==> config.mk <==
export PLATFORM = sky130hd
export DESIGN_NAME = ipif_regfile
export DESIGN_NICKNAME = d
export VERILOG_FILES = /design/src/rtl/ipif_regfile_pkg.sv /design/src/rtl/ipif_ack_fsm.sv /design/src/rtl/ipif_regfile.sv
export SDC_FILE = /design/constraint.sdc
export NUM_CORES = 1
export LEC_CHECK = 0
export ABC_AREA = 1
export CAP_MARGIN = 30
export CORE_AREA = 2 2 193 195
export CTS_CLUSTER_SIZE = 16
export DETAILED_ROUTE_END_ITERATION = 10
export DIE_AREA = 0 0 195 197
export PLACE_DENSITY = 0.7
export SLEW_MARGIN = 20
export SYNTH_ARGS = -nofsm -noshare
export SYNTH_HDL_FRONTEND = slang
export SYNTH_SLANG_ARGS = --single-unit
==> constraint.sdc <==
create_clock -name Bus2IP_Clk -period 4.06 [get_ports Bus2IP_Clk]
set_input_delay 1.218 -clock Bus2IP_Clk [delete_from_list [all_inputs] [get_ports Bus2IP_Clk]]
set_output_delay 1.218 -clock Bus2IP_Clk [all_outputs]
set_load 0.03 [all_outputs]
==> src/rtl/ipif_regfile_pkg.sv <==
// Shared helpers for the IPIF register file: clog2, access-FSM state encoding
// and index-range helpers that locate the WO / RW / RO windows.
package ipif_regfile_pkg;

  localparam int MAX_REGS_PER_BANK = 64;

  typedef enum logic [1:0] {
    ST_IDLE = 2'd0,
    ST_ACK  = 2'd1,
    ST_HOLD = 2'd2
  } ack_state_e;

  function automatic int clog2(input int n);
    int r;
    r = 0;
    while ((1 << r) < n) r++;
    return r;
  endfunction

  function automatic int rw_base(input int num_wo);
    return num_wo;
  endfunction

  function automatic int ro_base(input int num_wo, input int num_rw);
    return num_wo + num_rw;
  endfunction

  function automatic int total_regs(input int num_wo, input int num_rw, input int num_ro);
    return num_wo + num_rw + num_ro;
  endfunction

endpackage

==> src/rtl/ipif_ack_fsm.sv <==
// IDLE/ACK/HOLD access sequencer: one commit and one registered ack pulse per
// chip-select assertion; CS must drop before the next access is accepted.
module ipif_ack_fsm
  import ipif_regfile_pkg::*;
(
  input  logic clk,
  input  logic rst_n,
  input  logic cs_i,
  input  logic rnw_i,
  output logic commit_o,
  output logic wr_ack_o,
  output logic rd_ack_o
);

  ack_state_e state_q;
  logic       wr_ack_q;
  logic       rd_ack_q;

  assign commit_o = (state_q == ST_IDLE) && cs_i;
  assign wr_ack_o = wr_ack_q;
  assign rd_ack_o = rd_ack_q;

  // NOTE: sequential state uses non-blocking assignments so every register
  // samples pre-edge values regardless of statement order.
  always_ff @(posedge clk or negedge rst_n) begin
    if (!rst_n) begin
      state_q  <= ST_IDLE;
      wr_ack_q <= 1'b0;
      rd_ack_q <= 1'b0;
    end else begin
      wr_ack_q <= 1'b0;
      rd_ack_q <= 1'b0;
      case (state_q)
        ST_IDLE: if (cs_i) begin
          state_q  <= ST_ACK;
          wr_ack_q <= !rnw_i;
          rd_ack_q <= rnw_i;
        end
        ST_ACK:  state_q <= ST_HOLD;
        ST_HOLD: if (!cs_i) state_q <= ST_IDLE;
        default: state_q <= ST_IDLE;
      endcase
    end
  end

endmodule

==> src/rtl/ipif_regfile.sv <==
// IPIF slave register file with write-only, read-write and read-only banks.
// Define IPIF_REGFILE_ERR_EN to flag RO writes and out-of-range accesses on IP2Bus_Error.
module ipif_regfile
  import ipif_regfile_pkg::*;
#(
  parameter int C_S_AXI_DATA_WIDTH = 32,
  parameter int C_S_AXI_ADDR_WIDTH = 32,
  parameter int NUM_WO_REGS        = 4,
  parameter int NUM_RW_REGS        = 4,
  parameter int NUM_RO_REGS        = 4,
  parameter logic [NUM_WO_REGS*C_S_AXI_DATA_WIDTH-1:0] WO_DEFAULTS = '0,
  parameter logic [NUM_RW_REGS*C_S_AXI_DATA_WIDTH-1:0] RW_DEFAULTS = '0
) (
  input  logic                                        Bus2IP_Clk,
  input  logic                                        Bus2IP_Resetn,
  input  logic [C_S_AXI_ADDR_WIDTH-1:0]               Bus2IP_Addr,
  input  logic                                        Bus2IP_CS,
  input  logic                                        Bus2IP_RNW,
  input  logic [C_S_AXI_DATA_WIDTH-1:0]               Bus2IP_Data,
  input  logic [C_S_AXI_DATA_WIDTH/8-1:0]             Bus2IP_BE,
  output logic [C_S_AXI_DATA_WIDTH-1:0]               IP2Bus_Data,
  output logic                                        IP2Bus_RdAck,
  output logic                                        IP2Bus_WrAck,
  output logic                                        IP2Bus_Error,
  output logic [NUM_WO_REGS*C_S_AXI_DATA_WIDTH-1:0]   wo_regs,
  output logic [NUM_RW_REGS*C_S_AXI_DATA_WIDTH-1:0]   rw_regs,
  input  logic [NUM_RO_REGS*C_S_AXI_DATA_WIDTH-1:0]   ro_regs,
  output logic [NUM_WO_REGS+NUM_RW_REGS-1:0]          wr_strb,
  output logic [NUM_RO_REGS-1:0]                      rd_strb
);

  localparam int DW    = C_S_AXI_DATA_WIDTH;
  localparam int BW    = DW / 8;
  localparam int LSB   = clog2(BW);
  localparam int TOTAL = total_regs(NUM_WO_REGS, NUM_RW_REGS, NUM_RO_REGS);
  localparam int IW    = clog2(TOTAL);
  localparam int RW_LO = rw_base(NUM_WO_REGS);
  localparam int RO_LO = ro_base(NUM_WO_REGS, NUM_RW_REGS);

  logic [IW-1:0] idx;
  int            idx_n;
  logic          commit;
  logic          wr_commit;
  logic          rd_commit;
  logic          unused_addr;

  logic [NUM_WO_REGS*DW-1:0]          wo_q;
  logic [NUM_RW_REGS*DW-1:0]          rw_q;
  logic [DW-1:0]                      rd_data_d;
  logic [DW-1:0]                      rd_data_q;
  logic [NUM_WO_REGS+NUM_RW_REGS-1:0] wr_strb_q;
  logic [NUM_RO_REGS-1:0]             rd_strb_q;

  // Upper address bits alias onto the register window by design.
  assign unused_addr = ^Bus2IP_Addr;
  assign idx         = Bus2IP_Addr[LSB +: IW];
  assign idx_n       = int'(idx);
  assign wr_commit   = commit && !Bus2IP_RNW;
  assign rd_commit   = commit && Bus2IP_RNW;

  ipif_ack_fsm u_fsm (
    .clk      (Bus2IP_Clk),
    .rst_n    (Bus2IP_Resetn),
    .cs_i     (Bus2IP_CS),
    .rnw_i    (Bus2IP_RNW),
    .commit_o (commit),
    .wr_ack_o (IP2Bus_WrAck),
    .rd_ack_o (IP2Bus_RdAck)
  );

  // NOTE: every variable gets a default before the selects so no latch is inferred.
  always_comb begin
    rd_data_d = '0;
    for (int k = 0; k < NUM_RW_REGS; k++)
      if (idx_n == RW_LO + k) rd_data_d = rw_q[k*DW +: DW];
    for (int k = 0; k < NUM_RO_REGS; k++)
      if (idx_n == RO_LO + k) rd_data_d = ro_regs[k*DW +: DW];
  end

  // NOTE: the register banks are software-visible state, so they reset to their
  // parameterised defaults rather than being left uninitialised like a RAM.
  always_ff @(posedge Bus2IP_Clk or negedge Bus2IP_Resetn) begin
    if (!Bus2IP_Resetn) begin
      wo_q      <= WO_DEFAULTS;
      rw_q      <= RW_DEFAULTS;
      rd_data_q <= '0;
      wr_strb_q <= '0;
      rd_strb_q <= '0;
    end else begin
      wr_strb_q <= '0;
      rd_strb_q <= '0;
      for (int k = 0; k < NUM_WO_REGS; k++) begin
        if (wr_commit && idx_n == k) begin
          wr_strb_q[k] <= 1'b1;
          for (int b = 0; b < BW; b++)
            if (Bus2IP_BE[b]) wo_q[k*DW + b*8 +: 8] <= Bus2IP_Data[b*8 +: 8];
        end
      end
      for (int k = 0; k < NUM_RW_REGS; k++) begin
        if (wr_commit && idx_n == RW_LO + k) begin
          wr_strb_q[RW_LO + k] <= 1'b1;
          for (int b = 0; b < BW; b++)
            if (Bus2IP_BE[b]) rw_q[k*DW + b*8 +: 8] <= Bus2IP_Data[b*8 +: 8];
        end
      end
      for (int k = 0; k < NUM_RO_REGS; k++)
        if (rd_commit && idx_n == RO_LO + k) rd_strb_q[k] <= 1'b1;
      if (rd_commit) rd_data_q <= rd_data_d;
    end
  end

`ifdef IPIF_REGFILE_ERR_EN
  logic err_q;

  always_ff @(posedge Bus2IP_Clk or negedge Bus2IP_Resetn) begin
    if (!Bus2IP_Resetn) err_q <= 1'b0;
    else err_q <= (wr_commit && idx_n >= RO_LO) || (rd_commit && idx_n >= TOTAL);
  end

  assign IP2Bus_Error = err_q;
`else
  assign IP2Bus_Error = 1'b0;
`endif

  assign IP2Bus_Data = rd_data_q;
  assign wo_regs     = wo_q;
  assign rw_regs     = rw_q;
  assign wr_strb     = wr_strb_q;
  assign rd_strb     = rd_strb_q;

endmodule
After elaboration in Yosys (flattened, before gate mapping)

Index checks and enable logic that the tools add are counted.

Flip-flop bits (word level): 304
Bits in latches: 0
Bits in writable memories: 0
Bits in read-only memories: 0
Input bits: 200
Output and inout port bits: 303
Logic and storage cells: 131
Memories kept: 0

Add/sub/neg operators: 0
Multiply operators: 0
Divide/modulo/power cells: 0
$lt $le $gt $ge: 0
Equality and inequality tests: 15
Shift-type cells: 0
Mux-type cells: 27
Bitwise logic cells: 0
Reduce and logical (&&, ||, !) cells: 51

Operators with widths:

| operator                                                               | count |
|---|---|
| 32-bit 2-to-1 mux                                                      | 8 |
| 2-bit AND reduction                                                    | 33 |
| 4-bit equality test (second input constant)                            | 8 |
| 32-bit logical NOT                                                     | 1 |
| 1-bit 2-to-1 mux                                                       | 16 |
| 1-bit logical AND                                                      | 15 |
| 4-bit by 3-bit equality test with 1-bit output (second input constant) | 2 |
| 2-bit case mux with 3 select lines                                     | 1 |
| 4-bit by 2-bit equality test with 1-bit output (second input constant) | 1 |
| 2-bit 2-to-1 mux                                                       | 2 |
| 2-bit != test (second input constant)                                  | 2 |
| 2-bit by 1-bit equality test with 1-bit output (second input constant) | 1 |
| 2-bit equality test (second input constant)                            | 1 |
| 2-bit logical NOT                                                      | 1 |
| 1-bit logical NOT                                                      | 1 |

Logic depth before layout (Yosys ltp)

Depth in word-level cells: 9
Mapped depth: 10
Mapped depth without buffers: 9

By module

Synthesis repeated with hierarchy kept, for this count alone.

Cell total of the unflattened synthesis: 1557
Area total of the unflattened synthesis: 13075.0 um^2

By module, submodules not included:

| module       | times used | cells each | area an instance (um^2) | sequential area each (um^2) |
|---|---|---|---|---|
| ipif_regfile | 1          | 1539       | 12918.6                 | 7507.2 |
| ipif_ack_fsm | 1          | 18         | 156.4                   | 100.1 |

Worst setup path before layout

Ideal clock, no wire load.

Path type: input to register
Start point: input port Bus2IP_CS
End point: register wo_q[125] (netlist: wo_regs[125])
Setup time: 0.125 ns
Data arrival time: 2.237 ns
Data required time: 3.935 ns
Slack: 1.697 ns
Cell stages on the path: 8
Path buffers: 1
Cells stage by stage: nand2_2 > nor2_4 > nand4_4 > nor2_8 > nand2_4 > buf_6 > nand2_1 > o21ai_1

Cells in the longest elaborated chain, start to end: 4

RTL lines:

| element                       | RTL line           | source |
|---|---|---|
| start, declared               | ipif_regfile.sv:17 | `input logic Bus2IP_CS,` |
| 1-bit logical AND             | ipif_ack_fsm.sv:19 | `assign commit_o = (state_q == ST_IDLE) && cs_i;` |
| 1-bit logical AND             | ipif_regfile.sv:58 | `assign wr_commit = commit && !Bus2IP_RNW;` |
| 1-bit logical AND             | ipif_regfile.sv:93 | `if (wr_commit && idx_n == k) begin` |
| 2-bit AND reduction (no line) | n/a                |  |
| end signal, assigned by index | ipif_regfile.sv:96 | `if (Bus2IP_BE[b]) wo_q[k*DW + b*8 +: 8] <= Bus2IP_Data[b*8 +: 8];` |
| end, declared                 | ipif_regfile.sv:47 | `logic [NUM_WO_REGS*DW-1:0] wo_q;` |

Every way passes these cells.
A chain may end at the register's enable or synchronous reset.

Worst setup path after layout

Start point: input port Bus2IP_Addr[5]
End point: register rd_data_q[22] (netlist: IP2Bus_Data[22])

Cells in the longest elaborated chain, start to end: 9
Elaborated cells on any way between the ends: 16
Those cells by class: 8 x eq/ne; 8 x mux

RTL lines:

| element                         | RTL line            | source |
|---|---|---|
| start, declared                 | ipif_regfile.sv:16  | `input logic [C_S_AXI_ADDR_WIDTH-1:0] Bus2IP_Addr,` |
| 4-bit equality test             | ipif_regfile.sv:75  | `if (idx_n == RW_LO + k) rd_data_d = rw_q[k*DW +: DW];` |
| 32-bit 2-to-1 mux (4 in series) | ipif_regfile.sv:75  |  |
| 32-bit 2-to-1 mux (3 in series) | ipif_regfile.sv:77  | `if (idx_n == RO_LO + k) rd_data_d = ro_regs[k*DW +: DW];` |
| 32-bit 2-to-1 mux *             | ipif_regfile.sv:77  |  |
| end signal, assigned            | ipif_regfile.sv:108 | `if (rd_commit) rd_data_q <= rd_data_d;` |
| end, declared                   | ipif_regfile.sv:50  | `logic [DW-1:0] rd_data_q;` |

Mark *: on every way between the ends. The rest lies on a longest branch, timed or not.

==> flow_metrics.env <==
export IMPL_die_area_um2=38400
export IMPL_timing_max_transition_violations_final=0
export IMPL_top_post_synthesis_cells_by_count="sky130_fd_sc_hd__nand2_1, sky130_fd_sc_hd__dfrtp_1, sky130_fd_sc_hd__inv_1"
export IMPL_clock_insertion_delay_worst_skew_ps=520
export IMPL_drc=0
export IMPL_num_io_pins=503
export IMPL_floorplan_die_height_um=197
export IMPL_postSynthRegisterBits=304
export IMPL_crit_end_category="flop"
export IMPL_synth_async_reset_ratio_pct=100
export IMPL_initialDrtViolationCount=871
export IMPL_worstPathArrival_ps=3500
export IMPL_post_cts_buffers=0
export IMPL_synth_top_cell_area_share_pct=55.8
export IMPL_postLayoutCoreUtil_pct=55.0
export IMPL_rsz_0062_raised_after_global_routing="no"
export IMPL_synth_top_cell_by_area="sky130_fd_sc_hd__dfrtp_1"
export IMPL_clock_tree_root_cell="sky130_fd_sc_hd__clkbuf_16"
export IMPL_yosys_cell_count_top_type="sky130_fd_sc_hd__nand2_1"
export IMPL_startpoint_type="input pin"
export IMPL_cts_reportedPaths_clkPinSlew_ps=60
export IMPL_path_class="in2reg"
export IMPL_final_setup_tns_ps=0
export IMPL_critPathMaxFanout=14
export IMPL_maxCapViolCount=0
export IMPL_finalWirelength_um=51200
export IMPL_port_buffer_count=473
export IMPL_fmax_mhz=324
export IMPL_fin_hold_ws_ps=487
export IMPL_tritoncts="done"
export IMPL_synth_main_ff_cell="sky130_fd_sc_hd__dfrtp_1"
export IMPL_detailroute_via_count=13000
export IMPL_postSynthCellCount=1650
export IMPL_power_density_nw_per_um2=523
export IMPL_cp_data_required_time_ps=4470
export IMPL_syn_to_final_growth_pct=46.3
export IMPL_dp_hpwl_um=35700
export IMPL_post_layout_total_power_mw=10.4
export IMPL_grt_start_max_net_pins=97
export IMPL_setup_violations_final=0
export IMPL_holdCritPathClass="reg2reg"
export IMPL_cts_resized=0
export IMPL_post_cts_hold_buffer_count=0
export IMPL_drt_antenna_violating_nets=0
export IMPL_gpl_final_weighted_congestion=0.893
export IMPL_postSynthNetCount=1850
export IMPL_p_leak_nw=9.37
export IMPL_final_net_count=2302
export IMPL_global_route_usage_total_pct=26.4
export IMPL_cts_made_buffers=34
export IMPL_h_tree_depth=2
export IMPL_grt_first_pass_wirelength_um=77500
export IMPL_max_ir_drop_vdd_v=0.000314
export IMPL_num_rows=70
export IMPL_netlist_area_um2=13600
export IMPL_fin_crit_ps=3090
export IMPL_layout_drive_gt1_share_pct=6.26
export IMPL_final_setup_skew_ps=15.9
export IMPL_antenna_found_initial=1
export IMPL_report_final_hold_viol_count=0
export IMPL_die_w_um=195
export IMPL_antennaDiodeCount=0
export IMPL_ys_warn_count=0
export IMPL_clock_tree_buffer_depth=3
export IMPL_sequential_area_share_after_synthesis_pct=55.8
export IMPL_route_detailed_wl_per_inst_um=19.8
export IMPL_distinct_cell_type_count_after_synthesis=24
export IMPL_floorplan_initialDensity_pct=37.6
export IMPL_synth_area_per_cell_um2=8.26
export IMPL_route_detailed_vias_per_inst=5.02
export IMPL_synth_area_top_cells="sky130_fd_sc_hd__dfrtp_1, sky130_fd_sc_hd__nand2_1, sky130_fd_sc_hd__o21ai_1"
export IMPL_worst_slew_pin_slew_ps=894
export IMPL_firstDrtPassIters=6
export IMPL_cts_sink_count=304
export IMPL_grt_pass1_vias=12900
export IMPL_synth_enable_flop_cells=0
export IMPL_global_route_overflow_total=0
export IMPL_timing_final_crit_share_pct=76.1
export IMPL_nFillCells=3306
export IMPL_floorplan_core_area_um2=36300
export IMPL_status="finished, final reports clean"
export IMPL_relSlewSlack_pct=40.3
[logic make-up after synthesis]
logic type / Yosys count / synth area share (%)
other cells: 1 / 0.0275
flops: 304 / 55.8
compound gates: 258 / 9.47
buf+inv: 225 / 7.38
simple gates: 862 / 27.3
[where the power goes]
part	total (mW)	internal, mW	switching [mW]
Clock	3.27	2.01	1.25
Sequential	3.91	3.54	0.364
Combinational	3.27	1.30	1.97
[path summary, 6_finish.rpt]
| kind | from | cells after the start | slack [ps] | to |
|---|---|---|---|---|
| min in group asynchronous | Bus2IP_Resetn | 1 | 730 | wo_regs[26] |
| setup / recovery | Bus2IP_Addr[5] | 9 | 970 | IP2Bus_Data[22] |
| setup reg to reg | u_fsm.state_q[0] | 11 | 2110 | IP2Bus_Data[27] |
| hold / removal | wo_regs[125] | 2 | 490 | wo_regs[125] |
| hold reg to reg | wo_regs[125] | 2 | 490 | wo_regs[125] |
| max in group asynchronous | Bus2IP_Resetn | 2 | 2410 | IP2Bus_Data[5] |
[routing by layer]
metal | vias up | part of all wire, % | track usage [%]
met2 | 581 | 48 | 44.2
met5 | - | 0 | 0
met3 | 89 | 8.2 | 6.02
met1 | 6195 | 41 | 33.9
li1 | 6129 | - | -
met4 | 0 | 3.0 | 8.99
[final cells by class]
type / count / area, um^2 / area share (%)
clock buffers: 49 / 1070 / 5.37
clock inverters: 8 / 118 / 0.590
inverters: 143 / 537 / 2.69
multi-input cells: 1121 / 5070 / 25.4
flip-flops and latches: 304 / 7610 / 38.1
well taps: 468 / 586 / 2.94
repair buffers: 498 / 4960 / 24.9
[flip-flops by register name (all words and copies together) (netlist names)]
register        cells
wr_strb             8
u_fsm.rd_ack_o      1
rw_regs           128
wo_regs           128
u_fsm.wr_ack_o      1
IP2Bus_Data        32
rd_strb             4
u_fsm.state_q       2
[per-stage QoR]
| stage | setup slack (ps) | std cells | area, um^2 |
|---|---|---|---|
| after floorplan | 1700 | 1650 | 13600 |
| after global placement | 454 | 2534 | 18800 |
| after detailed placement | 398 | 2534 | 18800 |
| after CTS | 944 | 2591 | 20000 |
| after global routing | 828 | 2591 | 20000 |
| final | 972 | 2591 | 20000 |
[worst max-delay path, cell delays in order]
cell and delay (ps):
sky130_fd_sc_hd__clkdlybuf4s50_1 550, sky130_fd_sc_hd__inv_2 90, sky130_fd_sc_hd__nor2_4 320, sky130_fd_sc_hd__inv_1 220, sky130_fd_sc_hd__o21ai_4 570, sky130_fd_sc_hd__buf_4 330
sky130_fd_sc_hd__nor2_1 60, sky130_fd_sc_hd__nand2_1 80, sky130_fd_sc_hd__nand2_1 50
[placed cells by master (no fill, tap or decap), types with 15 or more instances in the layout]
cell and n:
sky130_fd_sc_hd__o21ai_1 137, sky130_fd_sc_hd__nand4_1 32, sky130_fd_sc_hd__clkbuf_16 37, sky130_fd_sc_hd__inv_1 139, sky130_fd_sc_hd__clkdlybuf4s50_1 472, sky130_fd_sc_hd__o21ai_0 119, sky130_fd_sc_hd__dfrtp_1 304, sky130_fd_sc_hd__buf_4 22
sky130_fd_sc_hd__nand3_1 97, sky130_fd_sc_hd__nand2_1 553, sky130_fd_sc_hd__nand2_4 16, sky130_fd_sc_hd__nand2_2 15, sky130_fd_sc_hd__nor2_1 131
(Power assumes the default switching activity.)
